[src/rtl/lut_mult_pkg.sv]
// Shared types and constants for the radix-4 sequential multiplier.
// Contents: FSM state encoding, radix-4 digit width, digit-code constants.
package lut_mult_pkg;

   // Controller states, 2-bit encoding
   typedef enum logic [1:0] {
      IDLE = 2'd0,
      BUSY = 2'd1,
      DONE = 2'd2
   } state_e;

   // Multiplier bits consumed per cycle
   localparam int unsigned DIGIT_BITS = 2;

   // Radix-4 digit codes
   localparam logic [DIGIT_BITS-1:0] D0 = 2'd0;
   localparam logic [DIGIT_BITS-1:0] D1 = 2'd1;
   localparam logic [DIGIT_BITS-1:0] D2 = 2'd2;
   localparam logic [DIGIT_BITS-1:0] D3 = 2'd3;

endpackage

[src/rtl/lut_pp_gen.sv]
// Partial-product selector: returns digit*a for one radix-4 digit.
// Ports:
//   digit  in  DIGIT_BITS  radix-4 digit of the multiplier
//   a      in  WIDTH       multiplicand
//   pp     out WIDTH+2     digit*a (combinational)
module lut_pp_gen
   import lut_mult_pkg::*;
#(
   parameter int unsigned WIDTH = 8
) (
   input  logic [DIGIT_BITS-1:0] digit,
   input  logic [WIDTH-1:0]      a,
   output logic [WIDTH+1:0]      pp
);

   localparam int unsigned PPW = WIDTH + 2;

   logic [PPW-1:0] a_ext;

   assign a_ext = PPW'(a);

   // Lookup of 0, a, 2a, 3a
   always_comb begin
      pp = 'x;
      case (digit)
         D0:      pp = '0;
         D1:      pp = a_ext;
         D2:      pp = a_ext << 1;
         D3:      pp = (a_ext << 1) + a_ext;
         default: pp = 'x;
      endcase
   end

endmodule

[src/rtl/lut_seq_mult.sv]
// Sequential radix-4 unsigned multiplier, WIDTH/2 cycles per product.
// Ports:
//   clk        in   rising-edge clock
//   rst        in   synchronous active-high reset
//   in_valid   in   operands offered
//   in_ready   out  block can accept operands (IDLE and not in reset)
//   a, b       in   WIDTH-bit unsigned operands
//   acc_clr    in   only with LUT_SEQ_MULT_ACC_EN: 1 = start from 0,
//                   0 = add a*b onto the previous product (mod 2^(2*WIDTH))
//   out_valid  out  product available
//   out_ready  in   consumer accepts product
//   product    out  2*WIDTH-bit result, held until the next completion
//   busy       out  controller not in IDLE
// Build option: define LUT_SEQ_MULT_ACC_EN to enable product accumulation.
module lut_seq_mult
   import lut_mult_pkg::*;
#(
   parameter int unsigned WIDTH = 8
) (
   input  logic                 clk,
   input  logic                 rst,
   input  logic                 in_valid,
   output logic                 in_ready,
   input  logic [WIDTH-1:0]     a,
   input  logic [WIDTH-1:0]     b,
`ifdef LUT_SEQ_MULT_ACC_EN
   input  logic                 acc_clr,
`endif
   output logic                 out_valid,
   input  logic                 out_ready,
   output logic [2*WIDTH-1:0]   product,
   output logic                 busy
);

   localparam int unsigned NDIG  = WIDTH / 2;
   localparam int unsigned PW    = 2 * WIDTH;
   localparam int unsigned PPW   = WIDTH + 2;
   localparam int unsigned CNT_W = (NDIG > 1) ? $clog2(NDIG) : 1;

   // Reject odd or too-narrow operand widths at elaboration
   if ((WIDTH < 4) || ((WIDTH % 2) != 0)) begin : g_bad_width
      $error("lut_seq_mult: WIDTH must be even and >= 4");
   end

   state_e             state_q, state_d;
   logic [WIDTH-1:0]   a_q, a_d;
   logic [WIDTH-1:0]   b_q, b_d;
   logic [PW-1:0]      acc_q, acc_d;
   logic [CNT_W-1:0]   cnt_q, cnt_d;
   logic [PW-1:0]      product_q, product_d;
   logic               out_valid_q, out_valid_d;
   logic               busy_q;

   logic [PPW-1:0]     pp;
   logic [CNT_W:0]     shamt;
   logic [PW-1:0]      acc_sum;
   logic [PW-1:0]      acc_start;

   lut_pp_gen #(
      .WIDTH (WIDTH)
   ) u_pp_gen (
      .digit (b_q[DIGIT_BITS-1:0]),
      .a     (a_q),
      .pp    (pp)
   );

   // Digit cnt carries weight 4^cnt, i.e. a left shift by 2*cnt
   assign shamt   = {cnt_q, 1'b0};
   assign acc_sum = acc_q + (PW'(pp) << shamt);

   // Starting accumulator value for a new operation
`ifdef LUT_SEQ_MULT_ACC_EN
   assign acc_start = acc_clr ? '0 : product_q;
`else
   assign acc_start = '0;
`endif

   // Input side is ready only in IDLE and never while reset is asserted
   assign in_ready  = (state_q == IDLE) && !rst;
   assign out_valid = out_valid_q;
   assign product   = product_q;
   assign busy      = busy_q;

   // Next-state and datapath control
   always_comb begin
      state_d     = state_q;
      a_d         = a_q;
      b_d         = b_q;
      acc_d       = acc_q;
      cnt_d       = cnt_q;
      product_d   = product_q;
      out_valid_d = out_valid_q;

      case (state_q)
         IDLE: begin
            if (in_valid && in_ready) begin
               a_d     = a;
               b_d     = b;
               acc_d   = acc_start;
               cnt_d   = '0;
               state_d = BUSY;
            end
         end
         BUSY: begin
            acc_d = acc_sum;
            b_d   = b_q >> DIGIT_BITS;
            cnt_d = cnt_q + CNT_W'(1);
            if (cnt_q == CNT_W'(NDIG - 1)) begin
               product_d   = acc_sum;
               out_valid_d = 1'b1;
               state_d     = DONE;
            end
         end
         DONE: begin
            if (out_ready) begin
               out_valid_d = 1'b0;
               state_d     = IDLE;
            end
         end
         default: begin
            out_valid_d = 1'b0;
            state_d     = IDLE;
         end
      endcase
   end

   // State and datapath registers
   always_ff @(posedge clk) begin
      if (rst) begin
         state_q     <= IDLE;
         a_q         <= '0;
         b_q         <= '0;
         acc_q       <= '0;
         cnt_q       <= '0;
         product_q   <= '0;
         out_valid_q <= 1'b0;
         busy_q      <= 1'b0;
      end else begin
         state_q     <= state_d;
         a_q         <= a_d;
         b_q         <= b_d;
         acc_q       <= acc_d;
         cnt_q       <= cnt_d;
         product_q   <= product_d;
         out_valid_q <= out_valid_d;
         busy_q      <= (state_d != IDLE);
      end
   end

endmodule
[config.mk]
export PLATFORM = sky130hd
export DESIGN_NAME = lut_seq_mult
export DESIGN_NICKNAME = d
export VERILOG_FILES = /design/src/rtl/lut_mult_pkg.sv /design/src/rtl/lut_pp_gen.sv /design/src/rtl/lut_seq_mult.sv
export SDC_FILE = /design/constraint.sdc
export NUM_CORES = 1
export LEC_CHECK = 0
export ABC_AREA = 0
export CORE_MARGIN = 8
export CORE_UTILIZATION = 38
export CTS_BUF_LIST = sky130_fd_sc_hd__clkbuf_8
export DETAILED_ROUTE_END_ITERATION = 10
export GPL_TIMING_DRIVEN = 0
export PLACE_DENSITY_LB_ADDON = 0.08
export SYNTH_ARGS = -nofsm -noshare
export SYNTH_HDL_FRONTEND = slang
export SYNTH_SLANG_ARGS = --single-unit
[constraint.sdc]
create_clock -name clk -period 10.3 [get_ports clk]
set_input_delay 1.545 -clock clk [delete_from_list [all_inputs] [get_ports clk]]
set_output_delay 1.545 -clock clk [all_outputs]
set_load 0.01 [all_outputs]
==> impl_results.md, run 1 <==
* Root buf cell: clkbuf_8
* Top_reg_cell synth: dfxtp_1
* Path depth of the worst reg2reg path at 18
* Mean post-synth cell area at between 7 and 8 sq um
* RSZ-0062 raised after global routing: no
* Routed vias at roughly 3.4k
* I/O Buffers at 38
* Crit Path Category: flip-flop to flip-flop
* Std-Cell Rows at 35
* Final hold slack at 0.460 ns
* DIE AREA at 12600 sq um
* DRC Markers at 0
* H-tree Lvls at 2
* Antenna violations before repair at 0
* Fmax at 209 MHz
* Final Max Slew Viols at 0
* Post-DP HPWL at about 7500 microns
* Finished Cell Area at 4130 sq um
* Setup Buffers After CTS at 0
* Setup violators final at 0
* Routed wire length at between 9000 and 10000 microns
* Clk_lat worst skew at 0.32 ns
* Distinct cells, synth at 55
* Max-cap viol count at 0
* Hold Crit Start: product[1]
* Seq cells post-synth at 54
* Mapped Area at roughly 3500 sq um
* YS warnings at 0
* Status: finished, final reports clean
* CTS Buffer Depth at 2
* Overall Global Routing Usage at 0.161
* Sequential element share of the synthesized area at 0.307
* Synth-to-Final Area Change at 17.5%
* Pin slew with the least headroom to its limit at slightly below 0.8 ns
* Number of detailed-routing iterations run before antenna repair at 4
* Largest net degree at the start of global routing at 17
* Antenna Cells at 0
* Core Footprint at 9110 sq um
* Hold Path Cell Cnt at 2
* Initial core utilization at 0.386
* Number of clock sinks at 54
* NumNets Final at approximately 550
* Vias per std cell at about 5.5
* Element type at the critical path end: flip-flop
* I/O pins at 39
* Vias in the first global route at between 3k and 4k
* GPL Wtd Cong at 0.867
* Setup TNS Final at 0 ns
* Reg2Reg Setup Slack at between 5 and 6 ns
* Dpl cell area at 4040 sq um
* Skew final at 0.0116 ns
* Grt total ovfl at 0
* CTS buffer count at 5
* Synth async-reset ratio at 0
* IR Drop Worst-Case VDD at about 0.047 mV
* CTS Hold Buffers Added at 0
* Minimum clock period at 4.79 ns
* Hold WC Path Type: flip-flop to flip-flop
* TritonCTS clock tree: yes
* Clock slew seen by the registers of the worst setup and hold paths at 0.10 ns
* CP required at around 11 ns
* Max_slew headroom at 0.481
* # resized after CTS at 0
* First-pass GRT wire length at roughly 17000 microns
* Worst r2r dst: product[15]
* Reg-to-reg startpoint: a_q[1]
* Power Density at 100 nW/um^2
* Die height at 112 microns
* Worst Setup Start Kind: flip-flop
* Syn nets at 509
* Share of layout cells above drive strength 1 at 0.0374
* EDFF count, synth at 0
* Lkg Pwr at 1.56 nW
* Worst EP arrival at 5.03 ns
* Fin crit share at 0.465
* 1st-iter DRT viols at 153
* Crit Path Max Fanout at 6
* WL per Instance at 16.0 microns
* Final hold vios at 0
* Worst hold endpoint: product[1]
* Die X at 112 microns
* Post-route ant nets at 0
* Synthesized instance count at approximately 460
## routing by layer
metal / part of all wire / track usage / up-vias
met5: 0 / 0 / -
met2: 0.46 / 0.271 / 53
met4: 0.012 / 0.0378 / 0
li1: - / - / 1735
met3: 0.044 / 0.0317 / 9
met1: 0.49 / 0.207 / 1588
## Yosys cell counts, types with 5 or more instances
cell type	count	area, sq um
nand2b_1	6	37.5
nor2b_1	7	43.8
nor3_1	15	75.1
ha_1	25	313
clkbuf_1	19	71.3
and3_1	5	31.3
nand3_1	19	95.1
a211oi_1	6	45.0
buf_1	5	18.8
inv_1	13	48.8
a21oi_1	48	240
a311oi_1	8	70.1
mux2_2	5	56.3
a31oi_1	8	50.1
nand2_1	86	323
dfxtp_1	54	1080
nor2_1	35	131
mux2i_1	13	130
xnor2_1	10	87.6
o21ai_0	19	95.1
xor2_1	5	43.8
## state kept, by name, summed over array words and instances, names as in the netlist
register   flops
acc_q         16
busy           1
a_q            8
cnt_q          2
out_valid      1
b_q            8
product       16
state_q        2
## stage by stage
step / util / std cells / setup WS [ns] / total power, mW
after floorplan: - / 462 / 6.14 / 0.265
after global placement: 0.443 / 611 / 5.56 / 0.290
after detailed placement: 0.443 / 611 / 5.49 / 0.290
after CTS: 0.454 / 619 / 5.48 / 0.421
after global routing: 0.454 / 619 / 5.11 / 0.436
final: 0.454 / 619 / 5.51 / 0.415
## worst max path at each step
stage | start | endpoint | slack (ns) | cells after the start
3_3_place_gp | a_q[0] | product[15] | 5.56 | 18
5_1_grt | a_q[0] | product[15] | 5.11 | 18
6_report | a_q[1] | product[15] | 5.51 | 18
4_1_cts | a_q[1] | product[15] | 5.48 | 18
3_5_place_dp | a_q[1] | product[15] | 5.49 | 18
2_1_floorplan | a_q[1] | product[15] | 6.14 | 18
## kinds of logic after synthesis
kind of cell,Yosys count,synth area share
flip-flops,54,0.307
adder cells (fa/ha/maj),27,0.100
XOR/XNOR,15,0.0373
multiplexers,18,0.0530
AND/OR/NAND/NOR,189,0.246
buffers and inverters,39,0.0419
AO/OA/AOI/OAI,120,0.215
## cell usage in the layout, fill, tap and decap left out, drive strengths merged, types with 5 or more instances in the layout
cell            n
clkdlybuf4s50  38
a31oi           8
mux2            5
xor2            5
a21oi          49
nor3           15
inv            15
nand2b          6
ha             25
and3            5
nand3          19
buf             6
nand2          86
nor2b           7
dfxtp          54
clkbuf         25
a211oi          7
xnor2          10
nor2           35
a311oi          8
mux2i          13
o21ai          20
## where the power goes
part	switching (mW)	total [mW]	internal, mW
clock network	0.0746	0.129	0.0549
registers	0.00552	0.220	0.214
logic	0.0398	0.0657	0.0259
total	0.120	0.415	0.295
## critical path: stages (launching register included)
cell,delay [ns]
dfxtp_1,0.44
ha_1,0.21
inv_1,0.05
fa_1,0.39
nor2b_1,0.17
o31a_1,0.21
o21ai_0,0.10
mux2_2,0.28
a222oi_1,0.46
mux2_2,0.26
mux2i_1,0.10
ha_1,0.36
nand2_1,0.08
nor2_1,0.09
o21ai_1,0.10
a31oi_1,0.47
nor4_1,0.18
or4_1,0.52
a311oi_1,0.25
## cell type report
| class | instances | area (sq um) |
|---|---|---|
| fillers | 968 | 4970 |
| multi-input cells | 369 | 2290 |
| flip-flops and latches | 54 | 1080 |
| repair buffers | 38 | 380 |
| well taps | 111 | 139 |
| plain buffers | 25 | 95.1 |
| clock buffers | 6 | 82.6 |
| inverters | 14 | 52.6 |
| clock inverters | 2 | 12.5 |
No activity file was read; power rests on OpenSTA's default activity.
==> inputs of run 2 (changes only) <==
==> constraint.sdc (replaced) <==
create_clock -name clk -period 4.5 [get_ports clk]
set_input_delay 0.675 -clock clk [delete_from_list [all_inputs] [get_ports clk]]
set_output_delay 0.675 -clock clk [all_outputs]
set_load 0.01 [all_outputs]
==> impl_results.md, run 2 (synthesized netlist as in run 1, its figures left out) <==
* Clock slew seen by the registers of the worst setup and hold paths at 0.10 ns (about the same)
* Final hold slack at 0.460 ns (+0.0000880 ns)
* Vias per std cell at 5.48 (+0.16%)
* Antenna violations before repair at 0 (unchanged)
* Minimum clock period at 4.47 ns (-0.324 ns)
* Most frequent cells in the layout: nand2_1, a21oi_1, dfxtp_1, clkdlybuf4s50_1, nor2_1
* Place WS at -0.312 ns (-5.80 ns)
* Crit-path max cell delay at 0.53 ns (about the same)
* Final Max Slew Viols at 0 (unchanged)
* CTS Buffer Depth at 2 (unchanged)
* NumNets Final at 566 (+2.2%)
* CTS buffer count at 5 (unchanged)
* Max-cap viol count at 0 (unchanged)
* Overall power at 963 uW (+130%)
* Layout fillers at 954 (-1.4%)
* I/O Buffers at 38 (unchanged)
* Setup violators final at 0 (unchanged)
* H-tree Lvls at 2 (unchanged)
* Antenna Cells at 0 (unchanged)
* Status: finished, final reports clean
* Core Footprint at 9110 sq um (unchanged)
* Max_slew headroom at 0.478 (-0.00304)
* Routed wire length at 10100 microns (+2.5%)
* I/O pins at 39 (unchanged)
* Number of clock sinks at 54 (unchanged)
* Synth-to-Final Area Change at 23.3%
* Crit Path Max Fanout at 5 (-1)
* Worst path slowest cell: or4_1
* 1st-iter DRT viols at 190 (+24%)
* Number of detailed-routing iterations run before antenna repair at 4 (unchanged)
* DIE AREA at 12600 sq um (unchanged)
* Initial core utilization at 0.386 (unchanged)
* Sequential power share at 0.523 (-0.007)
* Area of the multi-input gates at 2390 sq um (+4.5%)
* Share of layout cells above drive strength 1 at 0.0962 (+0.0588)
* Crit path max-delay family: compound AO/OA/AOI/OAI gates
* Worst EP arrival at 4.71 ns (-0.32 ns)
* DRC Markers at 0 (unchanged)
* Lkg Pwr at 1.63 nW (+4.3%)
* Grt total ovfl at 0 (unchanged)
* CTS Hold Buffers Added at 0 (unchanged)
* Fmax at 224 MHz (+7.2%)
* Routed vias at 3456 (+2.1%)
* CP required at 4.74 ns (-5.80 ns)
* TritonCTS clock tree: yes
* Final hold vios at 0 (unchanged)
* Most common cell after layout, fill and taps aside: nand2_1
* Root buf cell: clkbuf_8
* Skew final at 0.0133 ns (+0.00169 ns)
* Post-DP HPWL at 7540 microns (unchanged)
* Power Density at 222 nW/um^2 (+120%)
* Largest net degree at the start of global routing at 17 (unchanged)
* Switch Pwr at 280 uW (+130%)
* WL per Instance at 16.1 microns (+0.52%)
* Fin crit share at 0.993 (+0.528)
* Pint at 683 uW (+130%)
* Final setup margin at 0.0303 ns (-5.48 ns)
* Pin slew with the least headroom to its limit at 0.779 ns (+0.00454 ns)
* Crit Path Category: flip-flop to flip-flop
* Sequential Area at 1090 sq um (+1.2%)
* Overall Global Routing Usage at 0.162 (+0.000452)
* Element type at the critical path end: flip-flop
* Std-Cell Rows at 35 (unchanged)
* RSZ-0062 raised after global routing: yes
* First-pass GRT wire length at 16800 microns (+0.37%)
* Clock Power Share at 0.309 (-0.003)
* GPL Wtd Cong at 0.867 (unchanged)
* IR Drop Worst-Case VDD at 0.107 mV (+130%)
* Die height at 112 microns (unchanged)
* Sw Ratio at 0.291 (+0.00208)
* Clk_lat worst skew at 0.32 ns (about the same)
* Cell count after placement at 611 (unchanged)
* Worst-path cell chain: ha_4 -> inv_2 -> fa_2 -> nor2b_2 -> o31a_1 -> o21ai_1 -> mux2_4 -> a222oi_1 -> mux2_4 -> mux2i_4 -> ha_4 -> nand2_2 -> nor2_2 -> a211oi_2 -> a31oi_4 -> o211a_1 -> or4_1 -> a311oi_1
* Hold WC Path Type: flip-flop to flip-flop
* Buf/Inv on CP at 1 (unchanged)
* Die X at 112 microns (unchanged)
* Worst Setup Start Kind: flip-flop
* Post-route ant nets at 0 (unchanged)
* Vias in the first global route at 3333 (+0.42%)
* Comb power frac at 0.168 (+0.010)
* Post-route insts no fill at 631 (+1.9%)
==> run 2: power groups by stage <==
stage                     Sequential, mW  Clock (mW)  Combinational, mW
final                              0.503       0.297              0.162
after global routing               0.506       0.325              0.178
after CTS                          0.503       0.310              0.152
after detailed placement           0.514           0              0.151
after global placement             0.514           0              0.149
after floorplan                    0.511           0             0.0968
==> run 2: timing repair <==
item                       in CTS  in global routing
setup endpoints to repair       4                  6
resized for setup               5                 26
pin swaps                       2                 13
hold endpoints to repair        0                  0
buffers inserted                1                 11
==> run 2: worst register-to-register path: stages (launching register included) <==
cell      delay (ns)
dfxtp_4         0.39
ha_4            0.14
inv_2           0.03
fa_2            0.36
nor2b_2         0.14
o31a_1          0.20
o21ai_1         0.10
mux2_4          0.30
a222oi_1        0.45
mux2_4          0.26
mux2i_4         0.09
ha_4            0.27
nand2_2         0.07
nor2_2          0.04
a211oi_2        0.32
a31oi_4         0.18
o211a_1         0.28
or4_1           0.53
a311oi_1        0.24
==> run 2: final cells by class <==
class | instances | share of cell area
Multi-Input combinational cell | 369 | 0.552
Sequential cell | 54 | 0.252
Timing Repair Buffer | 50 | 0.108
Tap cell | 111 | 0.0320
Buffer | 25 | 0.0219
Clock buffer | 6 | 0.0190
Inverter | 14 | 0.0121
Clock inverter | 2 | 0.00288
==> run 2: final timing paths <==
check,startpoint,to,slack (ns),cells past startpoint
hold reg to reg,product[1],product[1],0.46,2
setup reg to reg,a_q[1],product[15],0.03,18
hold / removal,product[1],product[1],0.46,2
setup / recovery,a_q[1],product[15],0.03,18
==> run 2: metrics by stage <==
stage               setup TNS, ns  utilization  instance area [sq um]
floorplan                       0            -                   3520
detailed placement         -0.534        0.443                   4040
finish                          0        0.476                   4340
global placement           -0.257        0.443                   4040
CTS                             0        0.457                   4160
global route               -0.171        0.476                   4340
==> run 2: per-layer routing <==
layer	up-vias	part of all wire	routed length, microns	track usage
met5	-	0	0	0
met4	0	0.012	121	0.0378
met3	10	0.045	452	0.0317
met2	54	0.46	4670	0.271
met1	1635	0.48	4910	0.208
li1	1757	-	-	-
==> inputs of run 3 (changes only) <==
--- a/config.mk
+++ b/config.mk
@@ -11,6 +11,7 @@
 export CTS_BUF_LIST = sky130_fd_sc_hd__clkbuf_8
 export DETAILED_ROUTE_END_ITERATION = 10
 export GPL_TIMING_DRIVEN = 0
+export HOLD_SLACK_MARGIN = 0.08
 export PLACE_DENSITY_LB_ADDON = 0.08
 export SYNTH_ARGS = -nofsm -noshare
 export SYNTH_HDL_FRONTEND = slang
==> results of run 3 <==
Same layout as run 2: the final DEF is identical, and so are final timing and power.
